### src/rtl/cordic_pkg.sv
// Shared CORDIC definitions: FSM states, gain constant, arctangent table and
// the symmetric saturation helper used by polar_to_rect.
package cordic_pkg;

    typedef enum logic [1:0] {
        IDLE,
        ROTATE,
        DONE
    } state_t;

    // CORDIC gain compensation 1/An ~= 0.60725 in Q0.16.
    localparam int unsigned GAIN_K_Q16 = 39797;

    // atan(2^-k) in units of 2^-32 turn.
    localparam logic [31:0] ATAN_TABLE [32] = '{
        32'h2000_0000, 32'h12E4_051E, 32'h09FB_385B, 32'h0511_11D4,
        32'h028B_0D43, 32'h0145_D7E1, 32'h00A2_F61E, 32'h0051_7C55,
        32'h0028_BE53, 32'h0014_5F2F, 32'h000A_2F98, 32'h0005_17CC,
        32'h0002_8BE6, 32'h0001_45F3, 32'h0000_A2FA, 32'h0000_517D,
        32'h0000_28BE, 32'h0000_145F, 32'h0000_0A30, 32'h0000_0518,
        32'h0000_028C, 32'h0000_0146, 32'h0000_00A3, 32'h0000_0051,
        32'h0000_0029, 32'h0000_0014, 32'h0000_000A, 32'h0000_0005,
        32'h0000_0003, 32'h0000_0001, 32'h0000_0001, 32'h0000_0000
    };

    // Gain constant rescaled to a Q0.w fraction.
    function automatic logic [31:0] gain_k(input int unsigned w);
        if (w >= 16)
            return GAIN_K_Q16 << (w - 16);
        else
            return GAIN_K_Q16 >> (16 - w);
    endfunction

    // Symmetric clamp to +/-(2^(w-1)-1); the most-negative code is excluded.
    function automatic logic signed [31:0] saturate(input logic signed [31:0] v,
                                                    input int unsigned w);
        logic signed [31:0] lim;
        lim = (32'sd1 <<< (w - 1)) - 32'sd1;
        if (v > lim)
            return lim;
        else if (v < -lim)
            return -lim;
        else
            return v;
    endfunction

endpackage

### src/rtl/cordic_stage_mux.sv
// Per-iteration operand selection: arithmetic shifts of x/y and the
// width-bit arctangent entry for the current CORDIC step.
module cordic_stage_mux
    import cordic_pkg::*;
#(
    parameter int unsigned width = 16,
    parameter int unsigned cnt_w = 4
) (
    input  logic [cnt_w-1:0]       iter,
    input  logic signed [width+1:0] x,
    input  logic signed [width+1:0] y,
    output logic signed [width+1:0] x_shift,
    output logic signed [width+1:0] y_shift,
    output logic [width-1:0]       atan
);

    logic [4:0]  idx;
    logic [31:0] entry;

    always_comb begin
        idx     = 5'(iter);
        entry   = ATAN_TABLE[idx];
        x_shift = x >>> iter;
        y_shift = y >>> iter;
        atan    = width'(entry >> (32 - width));
    end

endmodule

### src/rtl/polar_to_rect.sv
// Iterative CORDIC polar-to-rectangular rotator with valid/ready on both sides.
// Optional: define POLAR_TO_RECT_SATURATE_EN to clamp outputs instead of wrapping.
module polar_to_rect
    import cordic_pkg::*;
#(
    parameter int unsigned width      = 16,
    parameter int unsigned iterations = 14
) (
    input  logic                    clk,
    input  logic                    reset,
    input  logic                    in_valid,
    output logic                    in_ready,
    input  logic [width-2:0]        mag,
    input  logic [width-1:0]        phase,
    output logic                    out_valid,
    input  logic                    out_ready,
    output logic signed [width-1:0] r,
    output logic signed [width-1:0] i
);

    localparam int unsigned cnt_w = (width > 2) ? $clog2(width) : 1;
    localparam int unsigned dw    = width + 2;
    localparam logic [cnt_w-1:0] last_iter = cnt_w'(iterations);
    localparam logic [width-1:0] gain      = width'(gain_k(width));

    state_t state, state_next;

    logic [cnt_w-1:0]        cnt;
    logic signed [dw-1:0]    x, y;
    logic [width-1:0]        z;

    logic [2*width-1:0]      prod;
    logic [width-1:0]        x_mag;
    logic signed [dw-1:0]    x_pos, x_start;
    logic [width-1:0]        z_start;
    logic                    quad;

    logic signed [dw-1:0]    x_shift, y_shift;
    logic [width-1:0]        atan;
    logic                    d;
    logic signed [dw-1:0]    x_next, y_next;
    logic [width-1:0]        z_next;
    logic signed [width-1:0] r_next, i_next;

    cordic_stage_mux #(
        .width (width),
        .cnt_w (cnt_w)
    ) u_stage (
        .iter    (cnt),
        .x       (x),
        .y       (y),
        .x_shift (x_shift),
        .y_shift (y_shift),
        .atan    (atan)
    );

    // Second and third quadrants are folded by a 180 degree turn: negate x, flip z MSB.
    always_comb begin
        prod    = {{(width+1){1'b0}}, mag} * {{width{1'b0}}, gain};
        x_mag   = width'(prod >> width);
        x_pos   = signed'({2'b00, x_mag});
        quad    = phase[width-1] ^ phase[width-2];
        x_start = quad ? -x_pos : x_pos;
        z_start = quad ? {~phase[width-1], phase[width-2:0]} : phase;
    end

    always_comb begin
        d = ~z[width-1];
        if (d) begin
            x_next = x - y_shift;
            y_next = y + x_shift;
            z_next = z - atan;
        end else begin
            x_next = x + y_shift;
            y_next = y - x_shift;
            z_next = z + atan;
        end
`ifdef POLAR_TO_RECT_SATURATE_EN
        r_next = width'(saturate(32'(x), width));
        i_next = width'(saturate(32'(y), width));
`else
        r_next = x[width-1:0];
        i_next = y[width-1:0];
`endif
    end

    always_ff @(posedge clk or posedge reset) begin
        if (reset)
            state <= IDLE;
        else
            state <= state_next;
    end

    always_comb begin
        state_next = state;
        in_ready   = 1'b0;
        out_valid  = 1'b0;
        case (state)
            IDLE: begin
                in_ready = 1'b1;
                if (in_valid)
                    state_next = ROTATE;
            end
            ROTATE: begin
                if (cnt == last_iter)
                    state_next = DONE;
            end
            DONE: begin
                out_valid = 1'b1;
                if (out_ready)
                    state_next = IDLE;
            end
            default: state_next = IDLE;
        endcase
    end

    // The cycle after the last micro-rotation registers the reduced result.
    always_ff @(posedge clk or posedge reset) begin
        if (reset) begin
            x   <= '0;
            y   <= '0;
            z   <= '0;
            cnt <= '0;
            r   <= '0;
            i   <= '0;
        end else begin
            case (state)
                IDLE: begin
                    if (in_valid) begin
                        x   <= x_start;
                        y   <= '0;
                        z   <= z_start;
                        cnt <= '0;
                    end
                end
                ROTATE: begin
                    if (cnt == last_iter) begin
                        r <= r_next;
                        i <= i_next;
                    end else begin
                        x   <= x_next;
                        y   <= y_next;
                        z   <= z_next;
                        cnt <= cnt + 1'b1;
                    end
                end
                default: ;
            endcase
        end
    end

endmodule

### config.mk
export PLATFORM = sky130hd
export DESIGN_NAME = polar_to_rect
export DESIGN_NICKNAME = d
export VERILOG_FILES = /design/src/rtl/cordic_pkg.sv /design/src/rtl/cordic_stage_mux.sv /design/src/rtl/polar_to_rect.sv
export SDC_FILE = /design/constraint.sdc
export NUM_CORES = 1
export LEC_CHECK = 0
export BUFFER_PORTS_ARGS = -buffer_cell sky130_fd_sc_hd__clkbuf_2
export CAP_MARGIN = 20
export CELL_PAD_IN_SITES_DETAIL_PLACEMENT = 1
export CELL_PAD_IN_SITES_GLOBAL_PLACEMENT = 1
export CORE_MARGIN = 3
export CORE_UTILIZATION = 43
export CTS_CLUSTER_DIAMETER = 60
export DETAILED_ROUTE_END_ITERATION = 8
export PLACE_DENSITY = 0.72
export SYNTH_ARGS = -nofsm -noshare
export SYNTH_HDL_FRONTEND = slang
export SYNTH_SLANG_ARGS = --single-unit
export TNS_END_PERCENT = 1
### constraint.sdc
create_clock -name clk -period 4.4 [get_ports clk]
set_input_delay 0.22 -clock clk [delete_from_list [all_inputs] [get_ports clk]]
set_output_delay 0.22 -clock clk [all_outputs]
set_load 0.05 [all_outputs]
==> Word level (Yosys, flattened, before mapping) <==
Memory sizes are Yosys's and may differ from the RTL's.
Index checks and enable logic that the tools add are counted.
{ "word_totals": {"register_bits": 90, "rom_bits": 1024, "inputBits": 35, "output_inout_bits": 34, "elab_cells": 60, "memories": 1} }
{ "memory_table": {"columns": ["name", "depth", "width", "read_ports", "rd_clocked_by_memory_dff", "wr", "line_no", "source"], "rows": [
  ["(no name shown)", 32, 32, 1, 0, 0, "cordic_stage_mux.sv:22", "entry = ATAN_TABLE[idx];"]
]} }
{ "op_classes": {"add_sub_neg": 8, "n_mul": 1, "magnitude_cmp": 1, "n_eq_ne": 7, "shift": 2, "mux": 25, "bitwise": 3, "reduce_logical": 5} }
{ "op_table": {"columns": ["cell", "count"], "rows": [
  ["$mux W18", 7],
  ["$pmux W18 S2", 2],
  ["$mux W16", 4],
  ["$mux W32", 2],
  ["$add A18 B18 Y18", 2],
  ["$sshr A18 B4 Y18", 2],
  ["$sub A18 B18 Y18", 2],
  ["$pmux W16 S2", 1],
  ["$mul A15 B16 Y31 const B", 1],
  ["$neg A15 Y18", 1],
  ["$add A16 B16 Y16", 1],
  ["$sub A16 B16 Y16", 1],
  ["$mux W4", 2],
  ["$ne A2 B2 Y1 const B", 4],
  ["$pmux W4 S2", 1],
  ["$ge A6 B6 Y1 const B", 1],
  ["$mux W2", 3],
  ["$not A4 Y6", 1],
  ["$pmux W2 S3", 1],
  ["$reduce_and A3 Y1", 2],
  ["$add A4 B1 Y4 const B", 1],
  ["$eq A4 B4 Y1 const B", 1],
  ["$eq A2 B1 Y1 const B", 1],
  ["$eq A2 B2 Y1 const B", 1],
  ["6 further kinds", 7]
]} }

==> Longest topological paths before layout <==
{ "logic_depth": {"depth_word": 8, "ltp_mapped": 25, "mapped_depth_nobuf": 25} }

==> Hierarchy <==
From an unflattened synthesis, not the netlist that was laid out.
{ "hier_totals": {"cells_unflattened": 1564, "area_unflattened_um2": 13674.4} }
{ "modules_own_cells": {"columns": ["mod", "instances", "cells_each", "area_each_um2", "seq_area_each_um2"], "rows": [
  ["polar_to_rect", 1, 1306, 11723.7, 2252.2],
  ["cordic_stage_mux", 1, 258, 1950.6, 0.0]
]} }

==> Worst setup path before layout <==
OpenSTA, ideal clock, no wires.
{ "synth_timing": {"kind": "input port to flip-flop", "startpoint": "input port mag[4]", "endpoint": "register x[15]", "setup_time_ns": 0.134, "t_arrival_ns": 5.971, "t_required_ns": 4.266, "path_slack_ns": -1.705, "cell_stages": 23, "path_buffers": 0, "cell_sequence": "inv_1 > ha_1 > inv_1 > fa_1 > fa_1 > inv_1 > fa_1 > inv_1 > fa_1 > inv_1 > fa_1 > inv_1 > ha_1 > a21o_1 > a21o_1 > a221o_1 > or2_1 > o41a_1 > a31o_2 > nor4b_1 > nand4b_1 > o31ai_1 > a21oi_1"} }
{ "synth_between": {"elab_chain_len": 5} }
{ "synth_rtl": {"columns": ["element", "line_no", "source"], "rows": [
  ["start, declared", "polar_to_rect.sv:13", "input logic [width-2:0] mag,"],
  ["$mul A15 B16 Y31", "polar_to_rect.sv:59", "prod = {{(width+1){1'b0}}, mag} * {{width{1'b0}}, gain};"],
  ["$neg A15 Y18", "polar_to_rect.sv:63", "x_start = quad ? -x_pos : x_pos;"],
  ["$mux W18", "polar_to_rect.sv:63", null],
  ["$mux W18", "polar_to_rect.sv:129", "if (in_valid) begin"],
  ["$pmux W18 S2", "polar_to_rect.sv:127", "case (state)"],
  ["end signal, assigned", "polar_to_rect.sv:130", "x <= x_start;"],
  ["end signal, assigned", "polar_to_rect.sv:141", "x <= x_next;"],
  ["end, declared", "polar_to_rect.sv:29", "logic signed [dw-1:0] x, y;"]
]} }
Every way passes these cells. The select of a mux whose other input is x is not followed.
A chain may end at the register's enable or synchronous reset.

==> Final worst setup path <==
{ "layout_timing": {"startpoint": "input port mag[10]", "endpoint": "register x[15]"} }
Same word-level chain as after synthesis.

==> impl_metrics.json <==
{
  "status": "finished with violations",
  "violations": "negative setup slack",
  "synthDistinctLibCells": 79,
  "routed_wl_mm": 50.0,
  "utilization_pct": 56.7,
  "rsz0062_at_grt": "yes",
  "crit_cells": 23,
  "holdCritPathClass": "in -> reg",
  "hold_depth": 3,
  "synth_common_cells": "inv_1, ha_1, fa_1",
  "viasPerCell": 5.80,
  "die_x_um": 185,
  "ys_ff_latch": 90,
  "clk_path_buf_depth": 2,
  "yosys-top-cells-area": "dfrtp_1, ha_1, fa_1",
  "crit_path_max_fanout": 5,
  "end_kind": "flop",
  "tightest_slew_ps": 1070,
  "skew_ps": 9.07,
  "fin_nets": 2194,
  "maxCapViolCount": 0,
  "critPathBufInv": 6,
  "fin_crit_sh_pct": 134,
  "cpPeakStageDelay_ps": 590,
  "cp_slowest_cell": "fa_1",
  "hold_violations": 0,
  "synthCells": 1506,
  "io_pins": 69,
  "drive_gt1_share_pct": 31.9,
  "grt_pass1_wl_mm": 80.3,
  "routedWlPerCell_um": 21.7,
  "cp.required_ps": 4630,
  "dp.final_hpwl_mm": 40.4,
  "fin_ws_ps": -1500,
  "synth_area_um2": 13800,
  "fmax_mhz": 170,
  "root_buffer": "clkbuf_16",
  "clk_latency_ps": 360,
  "finalSetupViolCount": 28,
  "critical_path_class": "in -> reg",
  "synth-edff-count": 0,
  "setup_tns_ps": -25030,
  "critPathTopFamily": "adder cells",
  "areaGrowthSynthToFinish_pct": 29.9,
  "tritoncts": "built",
  "place_congestion": 0.941,
  "startpoint_type": "input port",
  "vias": 13372,
  "grt_max_degree": 48,
  "drtAntennaViolNets": 0,
  "fp.coreArea_um2": 31600,
  "ys_seq_area_share_pct": 16.3,
  "yosys_warnings": 0,
  "rows": 65,
  "antenna_found_initial": 0,
  "start_util_pct": 43.7,
  "die_y_um": 185,
  "reg2reg_depth": 19,
  "path_cells": "clkbuf_2, fa_1, inv_1, fa_1, inv_1, fa_2, inv_1, fa_1, fa_1, inv_1, ha_4, ha_4, and4_1, and2_1, a32oi_1, buf_4, a21oi_4, o21a_1, o211ai_1, nor4b_4, nand4b_1, o31ai_2, a21oi_1",
  "drt-initial-drc-count": 783,
  "dr.pass1.iters": 5,
  "fin_crit_ps": 5900,
  "dieArea_um2": 34300,
  "synth_top_area_cell": "dfrtp_1",
  "grt_pass1_vias": 14755,
  "synth_most_common_cell": "inv_1",
  "io_buffers": 68,
  "cts_sinks": 90,
  "drv_slew": 0,
  "slew_headroom_pct": 28.7,
  "clkTransAtPathRegs_ps": 70,
  "synth_area_per_cell_um2": 9.18,
  "drc_errors": 0,
  "diodes": 0,
  "arrival_ps": 6130,
  "ctsHtreeMaxLevel": 3,
  "synth.top_cell.area_share_pct": 16.3,
  "grt_overflow_total": 0,
  "synthFlopType": "dfrtp_1",
  "numCtsBuffers": 9,
  "async_reset_ff_share_pct": 100,
  "grt_use_total_pct": 29.7,
  "syn_nets": 1801
}
[cell families after synthesis]
kind of cell    synth area share, %
simple gates                   12.1
compound gates                 17.2
flops                          16.3
xor+xnor                       6.46
mux                            12.1
buf+inv                        7.13
fa+ha+maj                      28.8
[placed cells by master (no fill, tap or decap), drive strengths merged, types with 18 or more instances in the layout]
| cell type | count |
|---|---|
| buf | 378 |
| a22oi | 23 |
| mux2i | 22 |
| xnor2 | 61 |
| nor2 | 95 |
| mux2 | 47 |
| dfrtp | 90 |
| a21oi | 81 |
| ha | 164 |
| mux4 | 38 |
| a21o | 31 |
| clkbuf | 75 |
| nor3 | 18 |
| o21ai | 97 |
| nand2 | 90 |
| fa | 96 |
| nand3 | 34 |
| a31oi | 21 |
| inv | 177 |
| xor2 | 41 |
[worst min-delay path: stages]
cell	delay, ps
clkbuf_2	70
a22oi_1	60
o21ai_0	60
[cell type report]
cell class,instances,area (µm²)
Multi-Input combinational cell,1177,10900
Sequential cell,90,2250
Clock inverter,7,101
Fill cell,3685,13700
Timing Repair Buffer,445,3260
Inverter,176,663
Clock buffer,9,225
Tap cell,402,503
[layer usage]
layer / wire, µm / share of wire [%] / global-route usage [%] / vias up
li1: - / - / - / 6155
met1: 21400 / 43 / 37.5 / 6766
met2: 25000 / 50 / 52.6 / 341
met3: 1990 / 4.0 / 4.14 / 110
met4: 1580 / 3.2 / 9.60 / 0
met5: 0 / 0 / 0 / -
[flip-flops by register name, summed over array words and instances (netlist names)]
name and count:
y 18, r 16, i 16, x 18
state 2, z 16, cnt 4
[path summary, 6_finish.rpt]
kind | start | to | slack [ps]
hold / removal | phase[7] | z[7] | 100
hold reg to reg | i[14] | i[14] | 510
setup / recovery | mag[10] | x[15] | -1500
min in group asynchronous | reset | i[12] | 500
max in group asynchronous | reset | i[15] | 2860
setup reg to reg | cnt[0] | x[16] | -970
[metrics by stage]
stage | cells | hold slack, ps | cell area [µm²] | setup WS (ps)
after floorplan | 1506 | 360 | 14000 | -1230
after global placement | 2287 | 345 | 17400 | -1710
after detailed placement | 2287 | 355 | 17400 | -1890
after CTS | 2305 | 92.7 | 17900 | -1450
after global routing | 2306 | 102 | 17900 | -1630
final | 2306 | 97.9 | 17900 | -1500
[what timing repair did]
action / 4_1_cts / 5_1_grt
endpoints found under the hold margin: 46 / 0
endpoints found under the setup margin: 32 / 32
pin swaps: 17 / 3
hold buffers: 1 / 0
buffers inserted: 1 / 1
gates resized for setup: 50 / 15
Power is left out: the tool's default activity adds up to more than one toggle a clock period on the data nets, which glitch-free logic cannot reach.
